### src/rtl/alu_ctrl_pkg.sv
// Shared types and constants for the ALU request arbiter: FSM encoding,
// multiply command codes, request payload layout and response flag positions.
package alu_ctrl_pkg;

  typedef enum logic [1:0] {
    ST_IDLE  = 2'd0,
    ST_ISSUE = 2'd1,
    ST_WAIT  = 2'd2,
    ST_RESP  = 2'd3
  } state_e;

  localparam logic [3:0] CMD_MUL_INC = 4'd9;
  localparam logic [3:0] CMD_MUL_SHL = 4'd10;

  // req_data packing: {opa, opb, cmd, mode, cin, inp_valid}
  localparam int REQ_OPA_LSB  = 16;
  localparam int REQ_OPB_LSB  = 8;
  localparam int REQ_CMD_LSB  = 4;
  localparam int REQ_MODE_BIT = 3;
  localparam int REQ_CIN_BIT  = 2;
  localparam int REQ_IV_LSB   = 0;

  // rsp_flags packing: {cout, oflow, g, e, l, err}
  localparam int FLAG_COUT  = 5;
  localparam int FLAG_OFLOW = 4;
  localparam int FLAG_G     = 3;
  localparam int FLAG_E     = 2;
  localparam int FLAG_L     = 1;
  localparam int FLAG_ERR   = 0;

  typedef struct packed {
    logic [7:0] opa;
    logic [7:0] opb;
    logic [3:0] cmd;
    logic       mode;
    logic       cin;
    logic [1:0] inp_valid;
  } req_t;

  function automatic req_t unpack_req(input logic [23:0] d);
    req_t r;
    r.opa       = d[REQ_OPA_LSB +: 8];
    r.opb       = d[REQ_OPB_LSB +: 8];
    r.cmd       = d[REQ_CMD_LSB +: 4];
    r.mode      = d[REQ_MODE_BIT];
    r.cin       = d[REQ_CIN_BIT];
    r.inp_valid = d[REQ_IV_LSB +: 2];
    return r;
  endfunction

  function automatic logic is_mul(input logic mode, input logic [3:0] cmd);
    return mode && ((cmd == CMD_MUL_INC) || (cmd == CMD_MUL_SHL));
  endfunction

endpackage

### src/rtl/alu_req_arbiter_if.sv
// Bundle of requester ports, ALU pins and response port around the arbiter.
// slave = arbiter side, master = requesters / ALU / response consumer side.
interface alu_req_arbiter_if;

  logic        req0_valid;
  logic        req0_ready;
  logic [23:0] req0_data;
  logic        req1_valid;
  logic        req1_ready;
  logic [23:0] req1_data;

  logic [7:0]  alu_opa;
  logic [7:0]  alu_opb;
  logic [3:0]  alu_cmd;
  logic        alu_mode;
  logic        alu_cin;
  logic [1:0]  alu_inp_valid;
  logic        alu_ce;
  logic [15:0] alu_res;
  logic        alu_cout;
  logic        alu_oflow;
  logic        alu_g;
  logic        alu_e;
  logic        alu_l;
  logic        alu_err;

  logic        rsp_valid;
  logic        rsp_ready;
  logic        rsp_id;
  logic [15:0] rsp_res;
  logic [5:0]  rsp_flags;
  logic        busy;

  modport slave (
    input  req0_valid, req0_data, req1_valid, req1_data,
    input  alu_res, alu_cout, alu_oflow, alu_g, alu_e, alu_l, alu_err,
    input  rsp_ready,
    output req0_ready, req1_ready,
    output alu_opa, alu_opb, alu_cmd, alu_mode, alu_cin, alu_inp_valid, alu_ce,
    output rsp_valid, rsp_id, rsp_res, rsp_flags, busy
  );

  modport master (
    output req0_valid, req0_data, req1_valid, req1_data,
    output alu_res, alu_cout, alu_oflow, alu_g, alu_e, alu_l, alu_err,
    output rsp_ready,
    input  req0_ready, req1_ready,
    input  alu_opa, alu_opb, alu_cmd, alu_mode, alu_cin, alu_inp_valid, alu_ce,
    input  rsp_valid, rsp_id, rsp_res, rsp_flags, busy
  );

endinterface

### src/rtl/rr_arbiter2.sv
// Two-way round-robin arbiter. The pointer names the requester favoured on
// contention and is moved to the non-granted requester on every accept.
module rr_arbiter2 (
  input  logic       clk,
  input  logic       rst,
  input  logic [1:0] req,
  input  logic       en,
  output logic [1:0] gnt,
  output logic       gnt_id
);

  logic ptr_q, ptr_d;
  logic accept;

  always_comb begin
    gnt_id = 1'b0;
    case (req)
      2'b10:   gnt_id = 1'b1;
      2'b11:   gnt_id = ptr_q;
      default: gnt_id = 1'b0;
    endcase
  end

  // en is only high while the arbiter is free, so any valid request is taken
  assign accept = en & (|req);
  assign gnt    = accept ? {gnt_id, ~gnt_id} : 2'b00;
  assign ptr_d  = accept ? ~gnt_id : ptr_q;

  always_ff @(posedge clk) begin
    if (rst) begin
      ptr_q <= 1'b0;
    end else begin
      ptr_q <= ptr_d;
    end
  end

endmodule

### src/rtl/alu_req_arbiter.sv
// Round-robin front end for the shared 8-bit ALU: one operation in flight,
// result captured after the command-dependent latency, tagged with requester ID.
//
// state | meaning
// IDLE  | arbitrating; ready asserted to the granted requester only
// ISSUE | first ALU cycle, latency counter loaded
// WAIT  | ALU computing; result captured when the counter hits 1
// RESP  | response presented until rsp_ready
module alu_req_arbiter
  import alu_ctrl_pkg::*;
#(
  parameter int ARITH_LAT = 2,
  parameter int MUL_LAT   = 3
) (
  input logic              clk,
  input logic              rst,
  alu_req_arbiter_if.slave bus
);

  localparam logic [2:0] ARITH_LAT_C = 3'(ARITH_LAT);
  localparam logic [2:0] MUL_LAT_C   = 3'(MUL_LAT);

  state_e      state_q, state_d;
  req_t        pay_q, pay_d;
  logic        id_q, id_d;
  logic [2:0]  cnt_q, cnt_d;
  logic        rsp_id_q, rsp_id_d;
  logic [15:0] rsp_res_q, rsp_res_d;
  logic [5:0]  rsp_flags_q, rsp_flags_d;

  logic        arb_en;
  logic [1:0]  arb_gnt;
  logic        arb_id;
  logic [5:0]  alu_flags;
  logic        alu_ce;
  logic        rsp_valid;

  assign arb_en = (state_q == ST_IDLE);

  rr_arbiter2 u_arb (
    .clk    (clk),
    .rst    (rst),
    .req    ({bus.req1_valid, bus.req0_valid}),
    .en     (arb_en),
    .gnt    (arb_gnt),
    .gnt_id (arb_id)
  );

  always_comb begin
    alu_flags             = '0;
    alu_flags[FLAG_COUT]  = bus.alu_cout;
    alu_flags[FLAG_OFLOW] = bus.alu_oflow;
    alu_flags[FLAG_G]     = bus.alu_g;
    alu_flags[FLAG_E]     = bus.alu_e;
    alu_flags[FLAG_L]     = bus.alu_l;
    alu_flags[FLAG_ERR]   = bus.alu_err;
  end

  always_comb begin
    state_d     = state_q;
    pay_d       = pay_q;
    id_d        = id_q;
    cnt_d       = cnt_q;
    rsp_id_d    = rsp_id_q;
    rsp_res_d   = rsp_res_q;
    rsp_flags_d = rsp_flags_q;
    alu_ce      = 1'b0;
    rsp_valid   = 1'b0;

    case (state_q)
      ST_IDLE: begin
        if (|arb_gnt) begin
          pay_d   = unpack_req(arb_id ? bus.req1_data : bus.req0_data);
          id_d    = arb_id;
          state_d = ST_ISSUE;
        end
      end
      ST_ISSUE: begin
        alu_ce  = 1'b1;
        cnt_d   = is_mul(pay_q.mode, pay_q.cmd) ? MUL_LAT_C : ARITH_LAT_C;
        state_d = ST_WAIT;
      end
      ST_WAIT: begin
        alu_ce = 1'b1;
        if (cnt_q == 3'd1) begin
          rsp_id_d    = id_q;
          rsp_res_d   = bus.alu_res;
          rsp_flags_d = alu_flags;
          state_d     = ST_RESP;
        end else begin
          cnt_d = cnt_q - 3'd1;
        end
      end
      ST_RESP: begin
        rsp_valid = 1'b1;
        if (bus.rsp_ready) begin
          state_d = ST_IDLE;
        end
      end
      default: state_d = ST_IDLE;
    endcase
  end

  always_ff @(posedge clk) begin
    if (rst) begin
      state_q     <= ST_IDLE;
      pay_q       <= '0;
      id_q        <= 1'b0;
      cnt_q       <= '0;
      rsp_id_q    <= 1'b0;
      rsp_res_q   <= '0;
      rsp_flags_q <= '0;
    end else begin
      state_q     <= state_d;
      pay_q       <= pay_d;
      id_q        <= id_d;
      cnt_q       <= cnt_d;
      rsp_id_q    <= rsp_id_d;
      rsp_res_q   <= rsp_res_d;
      rsp_flags_q <= rsp_flags_d;
    end
  end

  assign bus.req0_ready    = arb_gnt[0];
  assign bus.req1_ready    = arb_gnt[1];

  // operands hold their last payload outside ISSUE/WAIT; only ce drops
  assign bus.alu_opa       = pay_q.opa;
  assign bus.alu_opb       = pay_q.opb;
  assign bus.alu_cmd       = pay_q.cmd;
  assign bus.alu_mode      = pay_q.mode;
  assign bus.alu_cin       = pay_q.cin;
  assign bus.alu_inp_valid = pay_q.inp_valid;
  assign bus.alu_ce        = alu_ce;

  assign bus.rsp_valid     = rsp_valid;
  assign bus.rsp_id        = rsp_id_q;
  assign bus.rsp_res       = rsp_res_q;
  assign bus.rsp_flags     = rsp_flags_q;
  assign bus.busy          = (state_q != ST_IDLE);

endmodule
### src/flat_wrapper.sv
// flat-port wrapper written by rule: the top's interface ports become plain ports
module alu_req_arbiter_flat import alu_ctrl_pkg::*;
#(
  parameter int ARITH_LAT = 2,
  parameter int MUL_LAT   = 3
)
  (clk, rst, bus_req0_valid, bus_req0_data, bus_req1_valid, bus_req1_data, bus_alu_res, bus_alu_cout, bus_alu_oflow, bus_alu_g, bus_alu_e, bus_alu_l, bus_alu_err, bus_rsp_ready, bus_req0_ready, bus_req1_ready, bus_alu_opa, bus_alu_opb, bus_alu_cmd, bus_alu_mode, bus_alu_cin, bus_alu_inp_valid, bus_alu_ce, bus_rsp_valid, bus_rsp_id, bus_rsp_res, bus_rsp_flags, bus_busy);
  alu_req_arbiter_if bus_i ();
  input logic clk;
  input logic rst;
  input wire logic [$bits(bus_i.req0_valid)-1:0] bus_req0_valid;
  input wire logic [$bits(bus_i.req0_data)-1:0] bus_req0_data;
  input wire logic [$bits(bus_i.req1_valid)-1:0] bus_req1_valid;
  input wire logic [$bits(bus_i.req1_data)-1:0] bus_req1_data;
  input wire logic [$bits(bus_i.alu_res)-1:0] bus_alu_res;
  input wire logic [$bits(bus_i.alu_cout)-1:0] bus_alu_cout;
  input wire logic [$bits(bus_i.alu_oflow)-1:0] bus_alu_oflow;
  input wire logic [$bits(bus_i.alu_g)-1:0] bus_alu_g;
  input wire logic [$bits(bus_i.alu_e)-1:0] bus_alu_e;
  input wire logic [$bits(bus_i.alu_l)-1:0] bus_alu_l;
  input wire logic [$bits(bus_i.alu_err)-1:0] bus_alu_err;
  input wire logic [$bits(bus_i.rsp_ready)-1:0] bus_rsp_ready;
  output wire logic [$bits(bus_i.req0_ready)-1:0] bus_req0_ready;
  output wire logic [$bits(bus_i.req1_ready)-1:0] bus_req1_ready;
  output wire logic [$bits(bus_i.alu_opa)-1:0] bus_alu_opa;
  output wire logic [$bits(bus_i.alu_opb)-1:0] bus_alu_opb;
  output wire logic [$bits(bus_i.alu_cmd)-1:0] bus_alu_cmd;
  output wire logic [$bits(bus_i.alu_mode)-1:0] bus_alu_mode;
  output wire logic [$bits(bus_i.alu_cin)-1:0] bus_alu_cin;
  output wire logic [$bits(bus_i.alu_inp_valid)-1:0] bus_alu_inp_valid;
  output wire logic [$bits(bus_i.alu_ce)-1:0] bus_alu_ce;
  output wire logic [$bits(bus_i.rsp_valid)-1:0] bus_rsp_valid;
  output wire logic [$bits(bus_i.rsp_id)-1:0] bus_rsp_id;
  output wire logic [$bits(bus_i.rsp_res)-1:0] bus_rsp_res;
  output wire logic [$bits(bus_i.rsp_flags)-1:0] bus_rsp_flags;
  output wire logic [$bits(bus_i.busy)-1:0] bus_busy;
  assign bus_i.req0_valid = bus_req0_valid;
  assign bus_i.req0_data = bus_req0_data;
  assign bus_i.req1_valid = bus_req1_valid;
  assign bus_i.req1_data = bus_req1_data;
  assign bus_i.alu_res = bus_alu_res;
  assign bus_i.alu_cout = bus_alu_cout;
  assign bus_i.alu_oflow = bus_alu_oflow;
  assign bus_i.alu_g = bus_alu_g;
  assign bus_i.alu_e = bus_alu_e;
  assign bus_i.alu_l = bus_alu_l;
  assign bus_i.alu_err = bus_alu_err;
  assign bus_i.rsp_ready = bus_rsp_ready;
  assign bus_req0_ready = bus_i.req0_ready;
  assign bus_req1_ready = bus_i.req1_ready;
  assign bus_alu_opa = bus_i.alu_opa;
  assign bus_alu_opb = bus_i.alu_opb;
  assign bus_alu_cmd = bus_i.alu_cmd;
  assign bus_alu_mode = bus_i.alu_mode;
  assign bus_alu_cin = bus_i.alu_cin;
  assign bus_alu_inp_valid = bus_i.alu_inp_valid;
  assign bus_alu_ce = bus_i.alu_ce;
  assign bus_rsp_valid = bus_i.rsp_valid;
  assign bus_rsp_id = bus_i.rsp_id;
  assign bus_rsp_res = bus_i.rsp_res;
  assign bus_rsp_flags = bus_i.rsp_flags;
  assign bus_busy = bus_i.busy;
  alu_req_arbiter #(.ARITH_LAT(ARITH_LAT), .MUL_LAT(MUL_LAT)) u_core (.clk(clk), .rst(rst), .bus(bus_i));
endmodule
### config.mk
export PLATFORM = sky130hd
export DESIGN_NAME = alu_req_arbiter_flat
export DESIGN_NICKNAME = d
export VERILOG_FILES = /design/src/rtl/alu_ctrl_pkg.sv /design/src/rtl/alu_req_arbiter_if.sv /design/src/rtl/rr_arbiter2.sv /design/src/rtl/alu_req_arbiter.sv /design/src/flat_wrapper.sv
export SDC_FILE = /design/constraint.sdc
export NUM_CORES = 1
export LEC_CHECK = 0
export CAP_MARGIN = 20
export CORE_ASPECT_RATIO = 1.5
export CORE_UTILIZATION = 34
export CTS_CLUSTER_DIAMETER = 60
export DETAILED_ROUTE_END_ITERATION = 6
export GPL_ROUTABILITY_DRIVEN = 1
export MAX_ROUTING_LAYER = met4
export PLACE_DENSITY = 0.78
export SLEW_MARGIN = 10
export SYNTH_ARGS = -nofsm -noshare
export SYNTH_HDL_FRONTEND = slang
export SYNTH_SLANG_ARGS = --single-unit
### constraint.sdc
create_clock -name clk -period 1.4 [get_ports clk]
set_input_delay 0.28 -clock clk [delete_from_list [all_inputs] [get_ports clk]]
set_output_delay 0.28 -clock clk [all_outputs]
set_load 0.01 [all_outputs]
# [After elaboration in Yosys (flattened, before gate mapping)]
# Index checks and enable logic that the tools add are counted.
# W data, S select, Z words.
[classes] addsub=1 eq_ne=12 mux=12 bitwise_logic=2 reduce_logical=12
[ops] cell="$mux W24" count=1
[ops] cell="$eq A2 B2 Y1 const B" count=4
[ops] cell="$eq A4 B4 Y1 const B" count=2
[ops] cell="$mux W2" count=4
[ops] cell="$pmux W2 S4" count=1
[ops] cell="$pmux W3 S2" count=1
[ops] cell="$reduce_and A2 Y1" count=3
[ops] cell="$reduce_or A2 Y1" count=3
[ops] cell="$ne A2 B1 Y1 const B" count=2
[ops] cell="$ne A2 B2 Y1 const B" count=2
[ops] cell="$reduce_bool A2 Y1" count=2
[ops] cell="$eq A3 B1 Y1 const B" count=1
[ops] cell="$mux W1" count=3
[ops] cell="$mux W3" count=1
[ops] cell="$reduce_and A3 Y1" count=1
[ops] cell="$sub A3 B1 Y3 const B" count=1
[ops] cell="$eq A2 B1 Y1 const B" count=1
[ops] cell="$logic_not A2 Y1" count=1
[ops] cell="$pmux W1 S2" count=1
[ops] cell="$and A1 B1 Y1" count=1
[ops] cell="$logic_and A1 B1 Y1" count=1
[ops] cell="$logic_or A1 B1 Y1" count=1
[ops] cell="$not A1 Y1" count=1
[totals] regBits=54 in_bits=75 output_inout_bits=52 wordCells=52

# [Longest topological paths before layout]
[logic_depth] word_depth=7 ltp_mapped=8 mapped_depth_nobuf=6

# [Cells and area by module]
# A second synthesis with hierarchy kept.
[unflattened] hier_cells=262 area_unflattened_um2=2311.0
[by_module_without_submodules] module="alu_req_arbiter" n_inst=1 cells_per_inst=254 area_each_um2=2248.4 seq_area_each_um2=1061.0
[by_module_without_submodules] module="rr_arbiter2" n_inst=1 cells_per_inst=8 area_each_um2=62.6 seq_area_each_um2=20.0

# [Least setup slack after synthesis]
# OpenSTA, ideal clock, no wires.
[synth_timing] path_kind="register to register" from="register u_core.state_q[0]" to="register u_core.pay_q, in the netlist u_core.bus.alu_cmd[3]" setup_time_ns=0.125 arrival_time_ns=1.325 required_ns=1.275 path_slack_ns=-0.051 path_stages_with_launch=9 path_buffers=2 cell_sequence="dfxtp_1 -> inv_1 -> ha_1 -> buf_2 -> inv_1 -> o21ba_2 -> buf_2 -> nand2_1 -> o21ai_2"
[synth_via] elab_chain_len=5
[synth_lines] element="start, declared" line_no="alu_req_arbiter.sv:23" rtl="state_e state_q, state_d;"
[synth_lines] element="start signal, assigned" line_no="alu_req_arbiter.sv:114" rtl="state_q <= state_d;"
[synth_lines] element="$logic_not A2 Y1 (*)" line_no="alu_req_arbiter.sv:38, alu_req_arbiter.sv:70"
[synth_lines] element="$and A1 B1 Y1" line_no="rr_arbiter2.sv:25" rtl="assign accept = en & (|req);"
[synth_lines] element="$mux W2" line_no="rr_arbiter2.sv:26" rtl="assign gnt = accept ? {gnt_id, ~gnt_id} : 2'b00;"
[synth_lines] element="$reduce_or A2 Y1" line_no="alu_req_arbiter.sv:72" rtl="if (|arb_gnt) begin"
[synth_lines] element="$reduce_and A2 Y1 (no line) (*)"
[synth_lines] element="end signal, assigned" line_no="alu_req_arbiter.sv:115" rtl="pay_q <= pay_d;"
[synth_lines] element="end, declared" line_no="alu_req_arbiter.sv:24" rtl="req_t pay_q, pay_d;"
# Mark *: on every way between the ends. The rest lies on a longest branch, timed or not.
# A chain may end at the register's enable or synchronous reset.

# [Worst setup path after layout]
[layout_timing] from="register u_core.state_q[0]" to="output port bus_req0_ready"
[layout_via] elab_chain_len=3
[layout_lines] element="$logic_not A2 Y1" line_no="alu_req_arbiter.sv:38" rtl="assign arb_en = (state_q == ST_IDLE);"
[layout_lines] element="$and A1 B1 Y1" line_no="rr_arbiter2.sv:25"
[layout_lines] element="$mux W2" line_no="rr_arbiter2.sv:26"
[layout_lines] element="end, declared" line_no="flat_wrapper.sv:23" rtl="output wire logic [$bits(bus_i.req0_ready)-1:0] bus_req0_ready;"
# Every way passes these cells.

==> out/qor.yml <==
pwr:
  comb_power_share: 0.485
  power_leakage_nw: 1.705
  p_int_mw: 3.673
  clkPwrFrac: 0.164
  pwr-share-seq: 0.351
  total_power_mw: 5.565
  peakVddDrop_mv: 0.8144
  p_sw_frac: 0.3401
  p_per_area_nw_per_um2: 1389
  power_switching_mw: 1.893
routing:
  ant_nets: 0
  vias: 2381
  route.detailed.drc: 0
  wl_per_cell_um: 13.07
  dr.pass1.iters: 4
  drt_wl_total_um: 6406
  avgViaCountPerCell: 4.859
  drtIter0Drc: 50
synthesis:
  ys_warn_count: 0
  synthTopCellsByCount: "nand2_1, dfxtp_1, a21oi_1, a22oi_1, o21ai_1"
  netlist_instances: 262
  async_flop_share: 0
  syn_nets: 344
  yosysUniqueCellTypes: 32
  seq_area_frac_synth: 0.4805
  yosysTopAreaCellShare: 0.4805
  dominantRegCellSynth: "dfxtp_1"
  yosys.area.top_type: "dfxtp_1"
  netlist_top_cells_area: "dfxtp_1, nand2_1, a22oi_1"
  synth_edf_count: 0
  synth-seq-cells: 54
  syn-mean-instance-area_sq_um: 8.586
  synth.most_common_cell: "nand2_1"
  netlist_area_sq_um: 2250
final_layout:
  seqCellArea_sq_um: 1084
  finalInstanceArea_sq_um: 4008
  multi_input_area_sq_um: 1166
  drive_gt1_frac: 0.1947
  fin_nets: 497
  num_antenna_cells: 0
  final_cells: 490
  syn_to_final_growth_pct: 78.14
  fillCellCount: 555
critical_path:
  arrival_ns: 1.24
  cp_max_fo: 3
  slowest_stage: "dfxtp_2"
  required_ns: 1.12
  cp_cell_sequence: "inv_2 -> ha_4 -> buf_6 -> nand2_4 -> a21oi_2 -> buf_2"
  cpLargestDelayFamily: "flip-flops"
  cp-end-kind: "primary output"
  worst-r2r-setup-slack_ns: -0.10
  crit_buf_inv: 3
  slowest_delay_ns: 0.33
  path_class: "reg -> out"
  cp-start-kind: "flip-flop"
clocking:
  cts_buffers: 5
  cts_root_buf: "clkbuf_8"
  htree_num_levels: 2
  cts_tree: "yes"
  clock-sinks: 54
  cts_buffer_depth: 2
  ctsHoldBuffers: 0
  clk_pin_slew_worst_paths_ns: 0.09
  clk_latency_ns: 0.31
global_route:
  track_usage: 0.1920
  grt-ovfl-total: 0
  grt_pass1_wl_um: 9853
  grt_pass1_vias: 2302
  antenna_found_initial: 0
  grt_max_degree: 26
floorplanning:
  core-area_sq_um: 6262
  initial_core_util: 0.3592
  io_pins: 127
  die-area_sq_um: 6953
  die_height_um: 101.6
  placementRows: 35
  die_x_um: 68.42
outcome:
  violations: "setup timing"
  status: "complete, but fails checks"
timing:
  slew_headroom: 0.7204
  fin_ws_ns: -0.1166
  fin_crit_sh: 1.083
  fmax_ghz: 0.6594
  worst_pin_slew_ns: 0.4179
  finalSetupViolations: 28
  drv_slew: 0
  grt_setup_unrepaired: "yes"
  finalCriticalPeriod_ns: 1.517
  finalHoldViolations: 0
  skew_ns: 0.01430
placement:
  io_buffers: 126
  dpl.cell_count: 472
  hpwl_um: 4801
  place_area_sq_um: 3736
  gp_congestion: 0.7538
  place_ws_ns: -0.5249
worst_hold_path:
  hp-class: "reg -> reg"
run:
  maxCapViolCount: 0
-- metrics by stage --
| step | util | hold slack [ns] | setup TNS, ns |
|---|---|---|---|
| 4_1_cts | 0.6192 | 0.4537 | -2.131 |
| 3_5_place_dp | 0.5966 | 0.4426 | -13.04 |
| 3_3_place_gp | 0.5966 | 0.4349 | -11.16 |
| 6_report | 0.6400 | 0.4485 | -1.987 |
| 5_1_grt | 0.6400 | 0.4701 | -4.567 |
| 2_1_floorplan | - | 0.3987 | 0 |
-- final cells by class --
class | instances | area share
Sequential cell | 54 | 0.2704
Tap cell | 74 | 0.02310
Clock inverter | 1 | 0.002185
Clock buffer | 7 | 0.02154
Inverter | 7 | 0.006556
Multi-Input combinational cell | 184 | 0.2910
Timing Repair Buffer | 163 | 0.3853
-- power by group through the flow --
stage	combinational, mW	sequential (mW)	clock (mW)
after floorplan	0.985	2.08	0
after global placement	2.27	1.97	0
after detailed placement	2.30	1.98	0
after CTS	2.49	1.95	0.947
after global routing	2.94	1.99	1.01
final	2.70	1.95	0.914
-- flip-flops by register name (all words and copies together), names as in the netlist, 2 cells and up --
name / flops
u_core.bus.alu_opa: 8
u_core.bus.alu_cmd: 4
u_core.bus.rsp_res: 16
u_core.cnt_q: 3
u_core.bus.alu_opb: 8
u_core.bus.rsp_flags: 6
u_core.bus.alu_inp_valid: 2
u_core.state_q: 2
-- worst reg2reg max path, stage by stage, from the launching register on --
cell and delay (ns):
dfxtp_2 0.33, inv_2 0.07, ha_4 0.15, buf_4 0.15, inv_2 0.05, buf_4 0.12
o21ba_2 0.23, buf_12 0.15, nand2_1 0.06, o21ai_0 0.07
-- routing by layer --
metal	GRT usage	routed length, um	vias up
met1	0.1967	2429	1066
met5	-	0	-
met4	0.05288	68	0
met2	0.3514	3409	106
li1	-	-	1202
met3	0.04392	499	7
-- kinds of logic (layout without fill, tap and decap cells) --
logic type / count (synthesis) / in the layout / synth area share
AOI/OAI and AO/OA: 85 / 85 / 0.2464
xor gates and xnor gates: 1 / 1 / 0.003894
adders and majority gates: 7 / 7 / 0.03893
buffers and inverters: 24 / 178 / 0.06006
DFF: 54 / 54 / 0.4805
muxes: 3 / 3 / 0.01335
and+or+nand+nor: 88 / 88 / 0.1568
-- placed cells by master (no fill, tap or decap), types with 4 or more instances in the layout --
cell type	Yosys	routed
inv_2	1	5
o21ai_0	5	4
nand2_1	73	71
a22oi_1	25	25
buf_4	2	25
dfxtp_1	54	52
a21oi_1	26	22
a21oi_2	0	4
dlygate4sd2_1	0	48
clkbuf_8	0	6
nor2_1	6	6
o21ai_1	18	18
buf_6	4	12
clkdlybuf4s50_1	0	73
-- timing repair --
| action | in CTS | in global routing |
|---|---|---|
| hold endpoints to repair | 0 | 0 |
| setup buffers | 5 | 4 |
| gates cloned | 0 | 1 |
| resized for setup | 91 | 25 |
| pin swaps | 5 | 18 |
| endpoints found under the setup margin | 103 | 55 |
-- final timing paths --
kind                           startpoint                     endpoint  cells past startpoint
setup / recovery        u_core.state_q[0]               bus_req0_ready                      6
hold / removal    u_core.bus.rsp_flags[2]      u_core.bus.rsp_flags[2]                      2
setup reg to reg        u_core.state_q[0]  u_core.bus.alu_inp_valid[1]                      9
hold reg to reg   u_core.bus.rsp_flags[2]      u_core.bus.rsp_flags[2]                      2
No activity file was read; power rests on OpenSTA's default activity.
